## src/rtl/topk_classifier.sv

```systemverilog
// Top-K classifier: consumes a serial stream of unsigned Q0.8 class
// probabilities (class index = arrival order), keeps the TOP_K best entries
// in a sorted register array via single-cycle parallel insertion, then
// streams the ranked results out over valid/ready and pulses done.
//
// Ports:
//   clk, rst_n           clock, asynchronous active-low reset
//   start, num_classes   begin a run (sampled in IDLE), class count captured
//   valid_in, data_in    probability beats (no backpressure)
//   out_valid/out_ready  result handshake; out_rank/out_index/out_prob payload
//   busy                 high whenever not IDLE
//   done                 one-cycle pulse after the final result handshake
module topk_classifier #(
    parameter int unsigned DATA_WIDTH = 8,
    parameter int unsigned IDX_WIDTH  = 10,
    parameter int unsigned TOP_K      = 5,
    localparam int unsigned RANK_WIDTH = $clog2(TOP_K) + 1
) (
    input  logic                  clk,
    input  logic                  rst_n,
    input  logic                  start,
    input  logic [IDX_WIDTH-1:0]  num_classes,
    input  logic                  valid_in,
    input  logic [DATA_WIDTH-1:0] data_in,
    output logic                  out_valid,
    input  logic                  out_ready,
    output logic [RANK_WIDTH-1:0] out_rank,
    output logic [IDX_WIDTH-1:0]  out_index,
    output logic [DATA_WIDTH-1:0] out_prob,
    output logic                  busy,
    output logic                  done
);

    localparam logic [1:0] IDLE    = 2'd0;
    localparam logic [1:0] COLLECT = 2'd1;
    localparam logic [1:0] EMIT    = 2'd2;
    localparam logic [1:0] FINISH  = 2'd3;

    localparam logic [IDX_WIDTH-1:0]  ONE_IDX  = 1;
    localparam logic [RANK_WIDTH-1:0] ONE_RANK = 1;

    logic [1:0]            state_q;
    logic [IDX_WIDTH-1:0]  num_q;
    logic [IDX_WIDTH-1:0]  cnt_q;

    logic [DATA_WIDTH-1:0] slot_prob_q [TOP_K];
    logic [IDX_WIDTH-1:0]  slot_idx_q  [TOP_K];
    logic [TOP_K-1:0]      slot_vld_q;

    logic [DATA_WIDTH-1:0] slot_prob_d [TOP_K];
    logic [IDX_WIDTH-1:0]  slot_idx_d  [TOP_K];
    logic [TOP_K-1:0]      slot_vld_d;

    // ge[i]: slot i stays ahead of the incoming beat. Slots are sorted with
    // valid entries first, so ge is a contiguous run of ones from slot 0.
    logic [TOP_K-1:0] ge;
    logic [TOP_K:0]   ge_ext;

    always_comb begin
        for (int i = 0; i < TOP_K; i++) begin
            ge[i] = slot_vld_q[i] && (slot_prob_q[i] >= data_in);
        end
        ge_ext = {ge, 1'b1};
    end

    // Slot at the ge boundary takes the new beat, slots below it shift down.
    always_comb begin
        slot_prob_d = slot_prob_q;
        slot_idx_d  = slot_idx_q;
        slot_vld_d  = slot_vld_q;
        for (int i = 0; i < TOP_K; i++) begin
            if (ge_ext[i] && !ge[i]) begin
                slot_prob_d[i] = data_in;
                slot_idx_d[i]  = cnt_q;
                slot_vld_d[i]  = 1'b1;
            end
        end
        for (int i = 1; i < TOP_K; i++) begin
            if (!ge_ext[i]) begin
                slot_prob_d[i] = slot_prob_q[i-1];
                slot_idx_d[i]  = slot_idx_q[i-1];
                slot_vld_d[i]  = slot_vld_q[i-1];
            end
        end
    end

    // Rank of the final emitted entry: min(TOP_K, num_classes) - 1.
    logic [RANK_WIDTH-1:0] last_rank;
    logic [RANK_WIDTH-1:0] next_rank;
    logic [DATA_WIDTH-1:0] next_prob;
    logic [IDX_WIDTH-1:0]  next_idx;

    always_comb begin
        if (num_q >= IDX_WIDTH'(TOP_K)) begin
            last_rank = RANK_WIDTH'(TOP_K - 1);
        end else begin
            last_rank = RANK_WIDTH'(num_q - ONE_IDX);
        end
        next_rank = out_rank + ONE_RANK;
        next_prob = '0;
        next_idx  = '0;
        for (int i = 0; i < TOP_K; i++) begin
            if (RANK_WIDTH'(i) == next_rank) begin
                next_prob = slot_prob_q[i];
                next_idx  = slot_idx_q[i];
            end
        end
    end

    always_ff @(posedge clk or negedge rst_n) begin
        if (!rst_n) begin
            state_q    <= IDLE;
            num_q      <= '0;
            cnt_q      <= '0;
            out_valid  <= 1'b0;
            out_rank   <= '0;
            out_index  <= '0;
            out_prob   <= '0;
            done       <= 1'b0;
            slot_vld_q <= '0;
            for (int i = 0; i < TOP_K; i++) begin
                slot_prob_q[i] <= '0;
                slot_idx_q[i]  <= '0;
            end
        end else begin
            done <= 1'b0;
            unique case (state_q)
                IDLE: begin
                    if (start) begin
                        num_q      <= num_classes;
                        cnt_q      <= '0;
                        slot_vld_q <= '0;
                        if (num_classes == '0) begin
                            state_q <= FINISH;
                            done    <= 1'b1;
                        end else begin
                            state_q <= COLLECT;
                        end
                    end
                end
                COLLECT: begin
                    if (valid_in) begin
                        slot_prob_q <= slot_prob_d;
                        slot_idx_q  <= slot_idx_d;
                        slot_vld_q  <= slot_vld_d;
                        cnt_q       <= cnt_q + ONE_IDX;
                        if (cnt_q == num_q - ONE_IDX) begin
                            state_q <= EMIT;
                        end
                    end
                end
                EMIT: begin
                    if (!out_valid) begin
                        // First EMIT cycle: present rank 0.
                        out_valid <= 1'b1;
                        out_rank  <= '0;
                        out_index <= slot_idx_q[0];
                        out_prob  <= slot_prob_q[0];
                    end else if (out_ready) begin
                        if (out_rank == last_rank) begin
                            out_valid <= 1'b0;
                            state_q   <= FINISH;
                            done      <= 1'b1;
                        end else begin
                            out_rank  <= next_rank;
                            out_index <= next_idx;
                            out_prob  <= next_prob;
                        end
                    end
                end
                FINISH: begin
                    state_q <= IDLE;
                end
                default: begin
                    state_q <= IDLE;
                end
            endcase
        end
    end

    assign busy = (state_q != IDLE);

endmodule
```

## config.mk

```make
export PLATFORM = sky130hd
export DESIGN_NAME = topk_classifier
export DESIGN_NICKNAME = d
export VERILOG_FILES = /design/src/rtl/topk_classifier.sv
export SDC_FILE = /design/constraint.sdc
export NUM_CORES = 1
export LEC_CHECK = 0
export BUFFER_PORTS_ARGS = -buffer_cell sky130_fd_sc_hd__buf_2
export CAP_MARGIN = 20
export CORE_ASPECT_RATIO = 1.4
export CORE_MARGIN = 2
export CORE_UTILIZATION = 40
export DETAILED_ROUTE_END_ITERATION = 16
export PLACE_DENSITY = 0.64
export SYNTH_ARGS = -nofsm -noshare
export SYNTH_HDL_FRONTEND = slang
export SYNTH_SLANG_ARGS = --single-unit
```

## constraint.sdc

```tcl
create_clock -name clk -period 4.75 [get_ports clk]
set_clock_uncertainty 0.2 [all_clocks]
set_input_delay 0.7125 -clock clk [delete_from_list [all_inputs] [get_ports clk]]
set_output_delay 0.7125 -clock clk [all_outputs]
set_load 0.05 [all_outputs]
```

Word-level counts from Yosys, hierarchy flattened
Cells that the tools add are included.
{"block": "totals", "register_bits": 141, "latchBits": 0, "ramBits": 0, "mem_bits_ro": 0, "inputBits": 23, "output_inout_bits": 25, "wordCells": 159, "memories": 0}
{"block": "classes", "n_addsub": 3, "multipliers": 0, "div_mod_pow": 0, "order_cmp": 6, "eq_ne": 26, "n_shift": 0, "muxes": 68, "bitwise_logic": 1, "reduce_logical": 32}
{"op": "10-bit two-way mux", "n": 18}
{"op": "8-bit two-way mux", "n": 16}
{"op": "8-bit greater-or-equal comparator", "n": 5}
{"op": "3-bit AND reduction", "n": 7}
{"op": "10-bit one-hot mux with 2 select lines", "n": 1}
{"op": "4-bit AND reduction", "n": 5}
{"op": "1-bit two-way mux", "n": 17}
{"op": "4-bit two-way mux", "n": 4}
{"op": "2-bit != test (second input constant)", "n": 8}
{"op": "2-bit two-way mux", "n": 7}
{"op": "3-bit != test (second input constant)", "n": 4}
{"op": "10-bit by 1-bit adder with 10-bit output (second input constant)", "n": 1}
{"op": "10-bit equality test", "n": 1}
{"op": "10-bit by 3-bit greater-or-equal comparator with 1-bit output (second input constant)", "n": 1}
{"op": "10-bit logical NOT", "n": 1}
{"op": "5-bit two-way mux", "n": 2}
{"op": "2-bit by 1-bit != test with 1-bit output (second input constant)", "n": 5}
{"op": "5-bit one-hot mux with 2 select lines", "n": 1}
{"op": "10-bit by 1-bit subtractor with 10-bit output (second input constant)", "n": 1}
{"op": "1-bit logical AND", "n": 9}
{"op": "2-bit by 4-bit equality test with 1-bit output (first input constant)", "n": 2}
{"op": "2-bit one-hot mux with 4 select lines", "n": 1}
{"op": "6-bit AND reduction", "n": 1}
{"op": "4-bit by 1-bit adder with 4-bit output (second input constant)", "n": 1}
{"op": "12 further kinds", "n": 17}

Logic depth before layout (Yosys ltp)
{"block": "logic_depth", "ltp_word": 10, "mapped_depth": 12, "mapped_depth_nobuf": 9}

Worst setup path after synthesis
Ideal clock, no wire load.
{"block": "synth_timing", "path_kind": "input to register", "from": "input port data_in[0]", "to": "register slot_idx_q[8] in the netlist's numbering", "setup_time_ps": 125, "arrival_time_ps": 2931, "required_time_ps": 4425, "setup_slack_ps": 1495, "stages": 10, "path_buffers": 2, "cell_sequence": "ha_1 -> nand2b_1 -> a21o_1 -> a21oi_1 -> o21ai_0 -> a41oi_1 -> o31a_1 -> buf_2 -> buf_2 -> mux2_2"}
{"block": "synth_via", "elab_chain_cells": 6, "word_cells_on_any_way": 9, "classes_between": "order compare (2); eq/ne (1); mux (1); reduce/logical (5)"}
{"element": "start: declaration", "line_no": "24", "text": "input logic [DATA_WIDTH-1:0] data_in,"}
{"element": "8-bit greater-or-equal comparator", "line_no": "61", "text": "ge[i] = slot_vld_q[i] && (slot_prob_q[i] >= data_in);"}
{"element": "1-bit logical AND", "line_no": "61"}
{"element": "1-bit logical NOT", "line_no": "72", "text": "if (ge_ext[i] && !ge[i]) begin"}
{"element": "1-bit logical AND", "line_no": "72"}
{"element": "2-bit by 1-bit != test with 1-bit output (no line)"}
{"element": "3-bit AND reduction (no line)"}
{"element": "end signal: assignment", "line_no": "144", "text": "slot_idx_q <= slot_idx_d;"}
{"element": "end: declaration", "line_no": "47", "text": "logic [IDX_WIDTH-1:0] slot_idx_q [TOP_K];"}
Several ways; a longest one is shown, not always the timed one.
A chain may end at the register's enable or synchronous reset.

Worst setup path after layout
{"block": "layout_timing", "from": "register num_q[0]", "to": "register state_q[1]"}
{"block": "layout_via", "elab_chain_cells": 5, "word_cells_on_any_way": 8, "classes_between": "add/sub (1); order compare (1); eq/ne (4); mux (1); reduce/logical (1)"}
{"element": "start: declaration", "line_no": "43", "text": "logic [IDX_WIDTH-1:0] num_q;"}
{"element": "start signal: assignment", "line_no": "130", "text": "num_q <= num_classes;"}
{"element": "10-bit by 1-bit subtractor with 10-bit output / 10-bit by 3-bit greater-or-equal comparator with 1-bit output (equally long branches)", "line_no": "147, 94"}
{"element": "4-bit two-way mux", "line_no": "94", "text": "if (num_q >= IDX_WIDTH'(TOP_K)) begin"}
{"element": "4-bit equality test", "line_no": "160", "text": "if (out_rank == last_rank) begin"}
{"element": "2-bit != test (no line)"}
{"element": "6-bit AND reduction (no line) (*)"}
{"element": "end signal: assignment", "line_no": "162", "text": "state_q <= FINISH;"}
{"element": "end signal: assignment", "line_no": "172", "text": "state_q <= IDLE;"}
{"element": "end signal: assignment", "line_no": "175", "text": "state_q <= IDLE;"}
{"element": "end: declaration", "line_no": "42", "text": "logic [1:0] state_q;"}
Mark *: on every way between the ends. The rest lies on a longest branch, timed or not.

==> impl_metrics.json <==
{
  "outcome": "finished, final reports clean",
  "clk_pin_slew_ps": 60,
  "viasPerCell": 6.29,
  "synth-edff-count": 0,
  "synth_mux_area_share_pct": 10.5,
  "ys.flop_type": "dfrtp_1",
  "yosys_warnings": 0,
  "synth_area_um2": 9150,
  "power_frac_seq_pct": 32.1,
  "netlist_top_cells_count": "dfrtp_1 (141), nor2_1 (77), mux2_2 (65)",
  "synth-compound-area-share_pct": 23.7,
  "cp.arrival_ps": 3460,
  "synth.most_common_cell": "dfrtp_1",
  "setup_tns_ps": 0,
  "post-route-util_pct": 45.3,
  "p_clk_share_pct": 17.8,
  "drive_above_1_share_pct": 19.1,
  "cp_common_cell": "mux2_2",
  "crit_path_end_kind": "register",
  "drt_wl_total_mm": 28.5,
  "synthXorXnorAreaFrac_pct": 2.08,
  "cp-start-kind": "register",
  "grt_max_degree": 101,
  "synth-seq-cells": 141,
  "fin_hold_ws_ps": 209,
  "power_switching_mw": 3.33,
  "power_density_nw_per_um2": 701,
  "path_max_fanout": 7,
  "placed_area_um2": 9660,
  "cp_slowest_stage_delay_ps": 510,
  "ys_top_cells_by_area": "dfrtp_1 (39%), mux2_2 (8.0%), ha_1 (7.0%)",
  "drt_pass1_iterations": 6,
  "gp_congestion": 0.878,
  "yosys.area.top_type": "dfrtp_1",
  "vias": 7998,
  "relSlewSlack_pct": 27.8,
  "grt-ovfl-total": 0,
  "drc": 0,
  "grt_setup_unrepaired": "no",
  "wl_per_cell_um": 22.4,
  "slowest_stage": "nor4b_2",
  "maxCapViolCount": 0,
  "io_buffer_count": 47,
  "antenna_found_initial": 0,
  "io_pins": 48,
  "num_antenna_cells": 0,
  "crit_chain": "inv_1, ha_1, nor4b_2, mux2_2, o311a_1, o21ai_0, a32oi_1, a21oi_1, mux2_2",
  "dieArea_um2": 24100,
  "design_area_um2": 10200,
  "crit_type": "reg2reg",
  "p_int_mw": 3.83,
  "hold_violations": 0,
  "final_cells": 1272,
  "cts_resized": 0,
  "htreeDepth": 4,
  "synth_top_cell_area_share_pct": 38.6,
  "setup_viol": 0,
  "ys_async_sr_fraction_pct": 100,
  "cts_tree": "yes",
  "area_delta_synth_final_pct": 11.6,
  "numCtsBuffers": 17,
  "syn_avg_cell_area_um2": 9.70,
  "p_leak_nw": 4.41,
  "period_needed_ps": 3360,
  "ir_drop_uv": 473,
  "syn_inst": 943,
  "dp.cells": 1240,
  "syn_nets": 1017,
  "cts_setup_buffers": 0,
  "power_frac_comb_pct": 50.1,
  "critPathRequiredTime_ps": 4860,
  "fillers": 2182,
  "hold_buffers": 0,
  "period_share_pct": 70.7,
  "synth_fa_ha_area_share_pct": 6.98,
  "start_util_pct": 40.6,
  "die_x_um": 132,
  "synth_top_family_by_area": "compound AO/OA/AOI/OAI gates",
  "grt_pass1_vias": 7995,
  "hp-class": "in2async",
  "route.antenna.remaining_nets": 0,
  "grt_pass1_wl_mm": 46.1,
  "clock_path_buffers": 2,
  "die_h_um": 183,
  "yosysUniqueCellTypes": 64,
  "fmax_ghz": 0.298,
  "first_iter_violations": 682,
  "cts_root_buf": "clkbuf_16",
  "cts_sinks": 141,
  "drv_slew": 0,
  "yosys.area_share.simple_pct": 12.7,
  "place_hpwl_mm": 18.6,
  "swShare_pct": 46.5,
  "seq_area_frac_synth_pct": 38.6,
  "clock_latency_ps": 430,
  "track_usage_pct": 24.4,
  "core_um2": 22500,
  "final_nets": 1032,
  "row_count": 65,
  "worst_slew_pin_slew_ps": 1080
}
-- worst paths after layout --
check | start | endpoint | slack [ps] | cells past startpoint
setup / recovery | num_q[0] | state_q[1] | 1390 | 9
hold / removal | rst_n | slot_prob_q[21] | 210 | 1
setup reg to reg | num_q[0] | state_q[1] | 1390 | 9
hold reg to reg | out_prob[7] | out_prob[7] | 320 | 2
max in group asynchronous | rst_n | slot_idx_q[33] | 3180 | 2
min in group clk | out_prob[7] | out_prob[7] | 320 | 2
-- logic make-up after synthesis --
logic type / Yosys count
flip-flops: 141
XOR/XNOR: 20
multiplexers: 87
AND/OR/NAND/NOR: 237
AO/OA/AOI/OAI: 284
buffers and inverters: 123
adder cells (fa/ha/maj): 51
-- routing by layer --
| metal | vias to the layer above | GRT usage, % | wire length (um) |
|---|---|---|---|
| li1 | 3590 | - | - |
| met1 | 3998 | 30.2 | 11600 |
| met2 | 327 | 41.5 | 14100 |
| met3 | 83 | 3.59 | 1570 |
| met4 | 0 | 12.3 | 1290 |
| met5 | - | 0 | 0 |
-- sequential cells by signal, indices dropped and copies added, names as in the netlist --
register,count
state_q,2
cnt_q,10
slot_idx_q,50
slot_vld_q,5
out_rank,4
out_index,10
slot_prob_q,40
out_prob,8
out_valid,1
num_q,10
done,1
-- area by class of cell --
| cell class | count | area (um^2) | area share [%] |
|---|---|---|---|
| multi-input combinational | 679 | 5140 | 50.4 |
| sequential | 141 | 3530 | 34.6 |
| timing repair buffer | 73 | 437 | 4.28 |
| clock buffer | 18 | 429 | 4.20 |
| tap | 301 | 377 | 3.69 |
| inverter | 46 | 173 | 1.69 |
| clock inverter | 14 | 123 | 1.20 |
-- placed cells by master (no fill, tap or decap), types with 36 or more instances in the layout --
cell type  synthesis  layout
ha_1              51      51
a221oi_1          36      36
inv_1             46      46
dfrtp_1          141     141
o211ai_1          38      38
nor2_1            77      77
o22ai_1           36      36
nand3_1           47      47
buf_2             11      46
mux2_2            65      65
-- critical path, delay by kind of cell, from the launching register on --
| kind | cells | cell delay [ps] |
|---|---|---|
| compound gates | 4 | 830 |
| mux | 2 | 750 |
| simple gates | 1 | 510 |
| flops | 1 | 470 |
| fa+ha+maj | 1 | 300 |
| buf+inv | 1 | 180 |
-- stage by stage --
stage / setup slack (ps) / power (mW)
finish: 1390 / 7.15
global route: 1170 / 7.61
detailed placement: 1130 / 5.84
CTS: 1370 / 7.13
global placement: 1170 / 5.78
floorplan: 1490 / 4.76
-- power groups by stage --
stage | logic, mW | clock network [mW] | registers, mW
final | 3.59 | 1.27 | 2.29
after global routing | 3.91 | 1.35 | 2.36
after CTS | 3.57 | 1.29 | 2.27
after detailed placement | 3.55 | 0 | 2.29
after global placement | 3.50 | 0 | 2.28
after floorplan | 2.48 | 0 | 2.28
Power figures use the tool's default switching activity.
